$ cat src/rtl/hit_tracker.sv
// Whack-a-mole hit tracker: synchronises and debounces the switches, tracks
// which moles are still up, and reports hits, misses, combo and reaction time.
module hit_tracker #(
  parameter int NUM_HOLES      = 18,
  parameter int DEBOUNCE_DELAY = 2500,
  parameter int COMBO_WIDTH    = 8,
  parameter int TIME_WIDTH     = 16
) (
  input  logic                               clk,
  input  logic                               rst_n,
  input  logic [NUM_HOLES-1:0]               mole_positions,
  input  logic [NUM_HOLES-1:0]               switches,
  input  logic                               game_in_progress,
  output logic [NUM_HOLES-1:0]               LEDs,
  output logic                               miss,
  output logic                               non_full_clear_hit,
  output logic                               full_clear_hit,
  output logic [$clog2(NUM_HOLES+1)-1:0]     hit_count,
  output logic [COMBO_WIDTH-1:0]             combo,
  output logic [TIME_WIDTH-1:0]              reaction_time,
  output logic                               reaction_valid
);

  localparam int HCW = $clog2(NUM_HOLES + 1);
  localparam int DCW = $clog2(DEBOUNCE_DELAY + 1);
  localparam int SW  = COMBO_WIDTH + HCW + 1;

  typedef enum logic [1:0] {ST_IDLE, ST_WAIT, ST_UP} state_t;

  function automatic logic [HCW-1:0] f_popcount(input logic [NUM_HOLES-1:0] v);
    logic [HCW-1:0] c;
    c = '0;
    for (int i = 0; i < NUM_HOLES; i++) c = c + HCW'(v[i]);
    return c;
  endfunction

  function automatic logic [COMBO_WIDTH-1:0] f_combo_add(input logic [COMBO_WIDTH-1:0] a,
                                                         input logic [HCW-1:0] b);
    logic [SW-1:0] s;
    s = SW'(a) + SW'(b);
    if (s > SW'({COMBO_WIDTH{1'b1}})) return '1;
    return s[COMBO_WIDTH-1:0];
  endfunction

  logic [NUM_HOLES-1:0]   r_sync1, r_sync2, r_db, r_db_prev;
  logic [DCW-1:0]         r_db_cnt [NUM_HOLES];
  state_t                 r_state;
  logic [NUM_HOLES-1:0]   r_leds;
  logic                   r_miss, r_full, r_nonfull, r_rt_valid;
  logic [HCW-1:0]         r_hit_count;
  logic [COMBO_WIDTH-1:0] r_combo;
  logic [TIME_WIDTH-1:0]  r_rt_cnt, r_reaction_time;

  state_t                 w_next_state;
  logic [NUM_HOLES-1:0]   w_press, w_leds_base, w_leds_next, w_hits, w_wrong;
  logic                   w_load, w_escape_miss, w_active, w_miss, w_hit;
  logic [HCW-1:0]         w_hit_cnt;

  // Synchroniser and per-bit debouncer; runs in every state, including IDLE.
  always_ff @(posedge clk or negedge rst_n) begin
    if (!rst_n) begin
      r_sync1   <= '0;
      r_sync2   <= '0;
      r_db      <= '0;
      r_db_prev <= '0;
      for (int i = 0; i < NUM_HOLES; i++) r_db_cnt[i] <= '0;
    end else begin
      r_sync1   <= switches;
      r_sync2   <= r_sync1;
      r_db_prev <= r_db;
      for (int i = 0; i < NUM_HOLES; i++) begin
        if (r_sync2[i] != r_db[i]) begin
          if (r_db_cnt[i] == DCW'(DEBOUNCE_DELAY - 1)) begin
            r_db[i]     <= r_sync2[i];
            r_db_cnt[i] <= '0;
          end else begin
            r_db_cnt[i] <= r_db_cnt[i] + 1'b1;
          end
        end else begin
          r_db_cnt[i] <= '0;
        end
      end
    end
  end

  assign w_press = r_db ^ r_db_prev;

  // Presses are judged against the LED map as it stands after this cycle's load/escape.
  always_comb begin
    w_next_state  = r_state;
    w_leds_base   = '0;
    w_load        = 1'b0;
    w_escape_miss = 1'b0;
    w_active      = 1'b0;
    if (!game_in_progress) begin
      w_next_state = ST_IDLE;
    end else begin
      case (r_state)
        ST_IDLE: w_next_state = ST_WAIT;
        ST_WAIT: begin
          w_active = 1'b1;
          if (mole_positions != '0) begin
            w_next_state = ST_UP;
            w_load       = 1'b1;
            w_leds_base  = mole_positions;
          end
        end
        ST_UP: begin
          w_active = 1'b1;
          if (mole_positions == '0) begin
            w_next_state  = ST_WAIT;
            w_escape_miss = |r_leds;
          end else begin
            w_leds_base = r_leds;
          end
        end
        default: w_next_state = ST_IDLE;
      endcase
    end
    w_hits      = w_active ? (w_press & w_leds_base) : '0;
    w_wrong     = w_active ? (w_press & ~w_leds_base) : '0;
    w_leds_next = w_leds_base & ~w_hits;
    w_hit_cnt   = f_popcount(w_hits);
    w_hit       = (w_hit_cnt != '0);
    w_miss      = w_escape_miss | (|w_wrong);
  end

  always_ff @(posedge clk or negedge rst_n) begin
    if (!rst_n) begin
      r_state         <= ST_IDLE;
      r_leds          <= '0;
      r_miss          <= 1'b0;
      r_full          <= 1'b0;
      r_nonfull       <= 1'b0;
      r_rt_valid      <= 1'b0;
      r_hit_count     <= '0;
      r_combo         <= '0;
      r_rt_cnt        <= '0;
      r_reaction_time <= '0;
    end else begin
      r_state     <= w_next_state;
      r_leds      <= w_leds_next;
      r_miss      <= w_miss;
      r_hit_count <= w_hit_cnt;
      r_full      <= w_hit && (w_leds_next == '0);
      r_nonfull   <= w_hit && (w_leds_next != '0);
      r_rt_valid  <= w_hit;
      if (!w_active || w_miss) r_combo <= '0;
      else if (w_hit)          r_combo <= f_combo_add(r_combo, w_hit_cnt);
      // A hit on the load cycle itself reacts in zero cycles.
      if (w_load)
        r_rt_cnt <= '0;
      else if (w_active && r_state == ST_UP && r_rt_cnt != '1)
        r_rt_cnt <= r_rt_cnt + 1'b1;
      if (w_hit) r_reaction_time <= w_load ? '0 : r_rt_cnt;
    end
  end

  assign LEDs               = r_leds;
  assign miss               = r_miss;
  assign non_full_clear_hit = r_nonfull;
  assign full_clear_hit     = r_full;
  assign hit_count          = r_hit_count;
  assign combo              = r_combo;
  assign reaction_time      = r_reaction_time;
  assign reaction_valid     = r_rt_valid;

endmodule

$ cat config.mk
export PLATFORM = sky130hd
export DESIGN_NAME = hit_tracker
export DESIGN_NICKNAME = d
export VERILOG_FILES = /design/src/rtl/hit_tracker.sv
export SDC_FILE = /design/constraint.sdc
export NUM_CORES = 1
export LEC_CHECK = 0
export ABC_AREA = 1
export CORE_UTILIZATION = 40
export DETAILED_ROUTE_END_ITERATION = 12
export HOLD_SLACK_MARGIN = 0.03
export RECOVER_POWER = 25
export SYNTH_ARGS = -nofsm -noshare
export SYNTH_HDL_FRONTEND = slang
export SYNTH_SLANG_ARGS = --single-unit
$ cat constraint.sdc
create_clock -name clk -period 7.6 [get_ports clk]
set_input_delay 1.14 -clock clk [delete_from_list [all_inputs] [get_ports clk]]
set_output_delay 1.14 -clock clk [all_outputs]
set_load 0.02 [all_outputs]
# After elaboration in Yosys (flattened, before gate mapping)
# Cells that the tools add are included.
[word_totals] ff_bits=357 word_cells=235 memories=0 inputBits=39 output_inout_bits=51 ramBits=0 latch_bits=0 romBits=0
[op_classes] order_cmp=1 mux=64 n_shift=0 bitwise_logic=7 multipliers=0 add_sub_neg=37 n_reduce_logical=36 div=0 n_eq_ne=41
[op_table] operator="two-way mux 12 bit" n=36
[op_table] operator="adder 12 x 1 -> 12 bit (second input constant)" n=18
[op_table] operator="equality test 12 bit (second input constant)" n=18
[op_table] operator="two-way mux 18 bit" n=5
[op_table] operator="adder 5 x 1 -> 5 bit" n=13
[op_table] operator="bitwise AND 18 bit" n=3
[op_table] operator="two-way mux 16 bit" n=3
[op_table] operator="AND reduction 2 bit" n=19
[op_table] operator="zero test 18 bit" n=2
[op_table] operator="inverter 18 bit" n=2
[op_table] operator="case mux 18 bit (2 select lines)" n=1
[op_table] operator="nonzero test 18 bit" n=2
[op_table] operator="OR reduction 18 bit" n=2
[op_table] operator="two-way mux 8 bit" n=4
[op_table] operator="!= test 1 bit" n=18
[op_table] operator="bitwise XOR 18 bit" n=1
[op_table] operator="adder 16 x 1 -> 16 bit (second input constant)" n=1
[op_table] operator="!= test 16 bit (second input constant)" n=1
[op_table] operator="two-way mux 1 bit" n=11
[op_table] operator="adder 8 x 5 -> 9 bit" n=1
[op_table] operator="greater-than comparator 9 x 8 -> 1 bit (second input constant)" n=1
[op_table] operator="two-way mux 2 bit" n=3
[op_table] operator="!= test 3 bit (second input constant)" n=2
[op_table] operator="case mux 2 bit (3 select lines)" n=1
[op_table] operator="14 further kinds" n=18

# Depth between registers and ports, before layout
[depth] depth_word=31 ltp_mapped=35 ltp_nobuf=33

# Least setup slack after synthesis
# OpenSTA, ideal clock, no wires.
[synth_timing] kind="input -> register" start="input port game_in_progress" end="register r_combo[5], in the netlist combo[5]" t_arrival_ns=6.532 required_time_ns=7.481 path_stages=26 path_slack_ns=0.949 n_path_buf=3 setup_time_ns=0.119 cell_sequence="nand2_2 > inv_1 > buf_2 > buf_4 > buf_2 > nand2_1 > nor2_1 > fa_1 > fa_1 > inv_1 > fa_1 > fa_1 > fa_1 > inv_1 > ha_1 > fa_1 > xor2_1 > ha_1 > nand3_1 > nand2_1 > a21oi_1 > o21ai_0 > xnor2_1 > a21oi_1 > a21oi_1 > nor2_1"
[synth_between] elab_chain_cells=28 elab_cells_between_ends=39 classes_between="add/sub (18); order compare (1); mux (11); bitwise (4); reduce/logical (5)"
[synth_rtl] item="start, declared" line="13" text="input logic game_in_progress,"
[synth_rtl] item="two-way mux 18 bit" line="95" text="if (!game_in_progress) begin"
[synth_rtl] item="bitwise AND 18 bit" line="120" text="w_hits = w_active ? (w_press & w_leds_base) : '0;"
[synth_rtl] item="two-way mux 18 bit *" line="120"
[synth_rtl] item="adder 1 x 1 -> 2 bit" line="33" text="for (int i = 0; i < NUM_HOLES; i++) c = c + HCW'(v[i]);"
[synth_rtl] item="adder 2 x 1 -> 3 bit" line="33"
[synth_rtl] item="adder 3 x 1 -> 4 bit" line="33"
[synth_rtl] item="adder 4 x 1 -> 5 bit" line="33"
[synth_rtl] item="adder 5 x 1 -> 5 bit (12 in a row)" line="33"
[synth_rtl] item="[... 1 more ...]"
[synth_rtl] item="net w_hit_cnt[2]" line="57" text="logic [HCW-1:0] w_hit_cnt;"
[synth_rtl] item="adder 8 x 5 -> 9 bit" line="40" text="s = SW'(a) + SW'(b);"
[synth_rtl] item="greater-than comparator 9 x 8 -> 1 bit" line="41" text="if (s > SW'({COMBO_WIDTH{1'b1}})) return '1;"
[synth_rtl] item="two-way mux 1 bit" line="41"
[synth_rtl] item="two-way mux 1 bit" line="149" text="else if (w_hit) r_combo <= f_combo_add(r_combo, w_hit_cnt);"
[synth_rtl] item="two-way mux 1 bit" line="148" text="if (!w_active || w_miss) r_combo <= '0;"
[synth_rtl] item="two-way mux 8 bit" line="42" text="return s[COMBO_WIDTH-1:0];"
[synth_rtl] item="two-way mux 8 bit" line="149"
[synth_rtl] item="two-way mux 8 bit" line="148"
[synth_rtl] item="end signal, assigned" line="149"
[synth_rtl] item="end, declared" line="51" text="logic [COMBO_WIDTH-1:0] r_combo;"
# The timed path passes the listed nets; every way through them passes the cells marked *. The select of a mux whose other input is x is not followed.
# A chain may end at the register's enable or synchronous reset.

# Final worst setup path
[layout_timing] start="input port mole_positions[15]" end="register r_combo[5], in the netlist combo[5]"
[layout_between] elab_chain_cells=31 elab_cells_between_ends=44 classes_between="add/sub (18); order compare (1); mux (15); bitwise (4); reduce/logical (6)"
[layout_rtl] item="start, declared" line="11" text="input logic [NUM_HOLES-1:0] mole_positions,"
[layout_rtl] item="zero test 18 bit / nonzero test 18 bit (equally long branches)" line="110, 102"
[layout_rtl] item="two-way mux 18 bit, on equally long branches" line="110, 102"
[layout_rtl] item="case mux 18 bit (2 select lines) *" line="98" text="case (r_state)"
[layout_rtl] item="two-way mux 18 bit *" line="95"
[layout_rtl] item="bitwise AND 18 bit *" line="120"
[layout_rtl] item="two-way mux 18 bit *" line="120"
[layout_rtl] item="adder 1 x 1 -> 2 bit" line="33"
[layout_rtl] item="adder 2 x 1 -> 3 bit" line="33"
[layout_rtl] item="[... 15 more ...]"
[layout_rtl] item="net w_hit_cnt[2]" line="57"
[layout_rtl] item="adder 8 x 5 -> 9 bit" line="40"
[layout_rtl] item="greater-than comparator 9 x 8 -> 1 bit" line="41"
[layout_rtl] item="two-way mux 1 bit" line="41"
[layout_rtl] item="two-way mux 1 bit" line="149"
[layout_rtl] item="two-way mux 1 bit" line="148"
[layout_rtl] item="two-way mux 8 bit" line="42"
[layout_rtl] item="two-way mux 8 bit" line="149"
[layout_rtl] item="two-way mux 8 bit" line="148"
# Marked as above.

==> results by group <==
Cells and area
  – Ant. Diodes: 0
  – Post-route cell area: just over 20000 um^2
  – Final layout net count: 2159
  – Fraction of layout cells with a size suffix above 1: about 6.6%
  – Area growth from synthesis to layout: 17.2%

Logic synthesis
  – Syn Area/Cell: 8.92 um^2
  – Post-synth EDFFs: 0
  – Top FF cell, synth: dfrtp_1
  – Yosys warning count: 0
  – Async set-or-reset flop fraction in the synthesized netlist: between 90% and 100%
  – Post-synthesis sequential area ratio: 51.6%
  – Yosys reg bits: 357
  – Instance count of the mapped netlist: 1939
  – Count of cell types in the netlist: 47
  – Syn nets: 2028
  – Mapped cell area: 17300 um^2

Clocking
  – H-tree depth: 2
  – TritonCTS clock tree: built
  – Post-CTS Setup Inserts: 0
  – Total clock sinks: 357
  – Max Buffers Root-to-Sink: 3
  – Total CTS buffers: 41
  – Clk pin slew, worst setup/hold paths: 0.05 ns
  – CTS root buffer: clkbuf_16
  – Cts hold-fix bufs: 0
  – Cts repair resizes: 0
  – Worst-skew pair later-pin latency: 0.55 ns

STA
  – Setup Skew: 0.00863 ns
  – Max_slew headroom: -190%
  – Fmax: 0.140 GHz
  – Sum of negative setup slack: 0 ns
  – Final Cycle Share: 93.8%
  – Slew Viols, Final: 84
  – Hold WS: 0.346 ns
  – Setup Viol. Count Final: 0
  – Hold Violations, Final: 0
  – RSZ-0062 raised after global routing: no
  – Slew @ Worst Pin: 4.35 ns
  – Final worst slack: 0.473 ns
  – Final min period: 7.13 ns

Floorplan
  – Die extent in x: 210 um
  – IO Count: 90
  – Height of the die: 210 um
  – Core ar.: 42300 um^2
  – Full die area: approximately 44000 um^2
  – Row cnt: 75
  – Starting Density: between 40% and 50%

Place
  – Dpl cell area: between 15000 and 20000 um^2
  – RePlAce Congestion: 0.875
  – I/O Buffers: 89
  – Hpwl dp: 27300 um
  – Dpl ws: -0.0745 ns

Worst setup path
  – CP Capture Type: flop
  – Worst-path fanout max: 9
  – Cell mode on critical path: fa_1
  – Arrival @ worst endpoint: 7.56 ns
  – Worst path required time: around 8.0 ns
  – CP startpoint kind: input port
  – Crit Path Class: input port to flop
  – Crit-path slowest cell: fa_1
  – Delay of the slowest critical-path stage: about 0.56 ns

Global route
  – Most crowded layer after global routing: met2
  – First-pass GRT wire length: 62700 um
  – Aggregate global-route resource usage: between 10% and 20%
  – Met3 Usage GRT: 3.89%
  – M2 GR Usage: 28.1%
  – GR Util met1: 23.5%
  – Largest net degree at the start of global routing: 84
  – Vias in the first global route: 12800
  – Initial antenna violation count: 0
  – GR Overflow Total: 0

Run status
  – Status: complete, but fails checks
  – Failing checks: capacitance limit, slew limit

Min path
  – Worst hold path class: flop to flop

Pwr
  – Power per cell area: 212 nW/um^2
  – Pleak: 9.26 nW
  – Max VDD drop: 0.125 mV

Route
  – Post-DRT Antenna Nets: 0
  – Vias per cell: 4.83
  – # DRC: 0
  – Vias: 12900
  – DRT Wirelength: 37200 um
  – Pre-antenna DRT Iters: 5
  – Drt initial violations: 675
  – WL/cell: ~14 um

Flow run
  – Total of max-cap violations: 1
==> worst paths after layout <==
check / startpoint / slack, ns / to / depth (start not counted)
setup / recovery: mole_positions[15] / 0.47 / combo[5] / 28
hold / removal: r_sync1[15] / 0.35 / r_sync2[15] / 0
setup reg to reg: r_state[0] / 0.86 / combo[5] / 25
hold reg to reg: r_sync1[15] / 0.35 / r_sync2[15] / 0
max in group asynchronous: rst_n / 2.78 / r_sync2[13] / 2
min in group asynchronous: rst_n / 2.15 / r_db_cnt[7] / 1
==> layout make-up <==
class,count,area [um^2]
Fill cell,3985,22000
Sequential cell,357,8930
Multi-Input combinational cell,1279,7190
Inverter,286,1070
Clock buffer,57,1220
Timing Repair Buffer,105,1020
Tap cell,577,722
Clock inverter,13,124
==> registers in the layout, indices dropped and copies added, names as in the netlist, 2 cells and up <==
name	count
r_sync2	18
combo	8
r_state	2
r_rt_cnt	16
r_db_prev	18
r_db	18
hit_count	5
r_sync1	18
reaction_time	16
LEDs	18
r_db_cnt	216
==> where the power goes <==
group,switching (mW),internal (mW)
combinational,0.252,0.108
sequential,0.0408,1.95
clock,0.773,1.18
total,1.07,3.24
==> critical path: cells and delay by family <==
family | cells | cell delay, ns
compound gates | 5 | 0.62
xor+xnor | 2 | 0.44
fa+ha+maj | 8 | 3.58
buf+inv | 3 | 0.53
simple gates | 10 | 1.25
==> cells by family after synthesis <==
family	synth area share (%)
buf+inv	6.79
mux	1.17
simple gates	24.9
flops	51.6
compound gates	6.61
fa+ha+maj	4.18
xor+xnor	4.71
==> cell usage after synthesis, drive strengths merged, types with 3 or more instances <==
| master | number | area share (%) |
|---|---|---|
| dfrtp | 357 | 52 |
| nand2 | 336 | 7.5 |
| inv | 286 | 6.2 |
| nor2 | 248 | 5.5 |
| nor3 | 112 | 3.6 |
| nand3 | 108 | 3.2 |
| a21oi | 89 | 2.6 |
| xor2 | 57 | 2.9 |
| nor3b | 48 | 2.1 |
| ha | 37 | 2.7 |
| nor4 | 36 | 1.4 |
| xnor2 | 36 | 1.8 |
| nand4 | 31 | 1.2 |
| o21ai | 30 | 0.87 |
| o31ai | 20 | 0.90 |
| mux2 | 18 | 1.2 |
| buf | 14 | 0.52 |
| o21bai | 14 | 0.61 |
| fa | 13 | 1.5 |
| o21a | 12 | 0.52 |
| and3 | 10 | 0.36 |
| a31oi | 8 | 0.29 |
| o41ai | 7 | 0.57 |
| a211oi | 3 | 0.13 |
| clkbuf | 3 | 0.065 |
==> metal layers <==
| metal | up-vias | part of all wire, % |
|---|---|---|
| li1 | 6583 | - |
| met1 | 6077 | 47 |
| met2 | 194 | 46 |
| met3 | 58 | 4.9 |
| met4 | 0 | 2.4 |
| met5 | - | 0 |
==> cells in the final DEF, fill, tap and decap left out, types with 5 or more instances in the layout <==
cell	instances
nand3_1	107
o31ai_1	19
nor3_2	9
inv_2	5
o21bai_1	14
dfrtp_1	357
mux2_2	18
nor4_1	33
clkdlybuf4s50_1	70
and3_1	10
ha_1	37
nor2_1	244
o21a_1	12
clkinv_2	8
buf_4	15
clkbuf_1	6
dlygate4sd3_1	18
nand4_1	29
nor3_1	102
o41ai_2	5
fa_1	13
clkbuf_16	43
xor2_1	57
clkbuf_8	9
xnor2_1	36
o21ai_0	28
a21oi_1	88
inv_1	281
nand2_1	330
a31oi_1	8
nor3b_1	48
==> metrics by stage <==
stage | std cells | util, % | power, mW
detailed placement | 2604 | 44.8 | 2.39
CTS | 2674 | 48.0 | 4.38
finish | 2674 | 47.9 | 4.31
global route | 2674 | 47.9 | 4.49
global placement | 2604 | 44.8 | 2.39
floorplan | 1939 | - | 2.22
(Power assumes the default switching activity.)
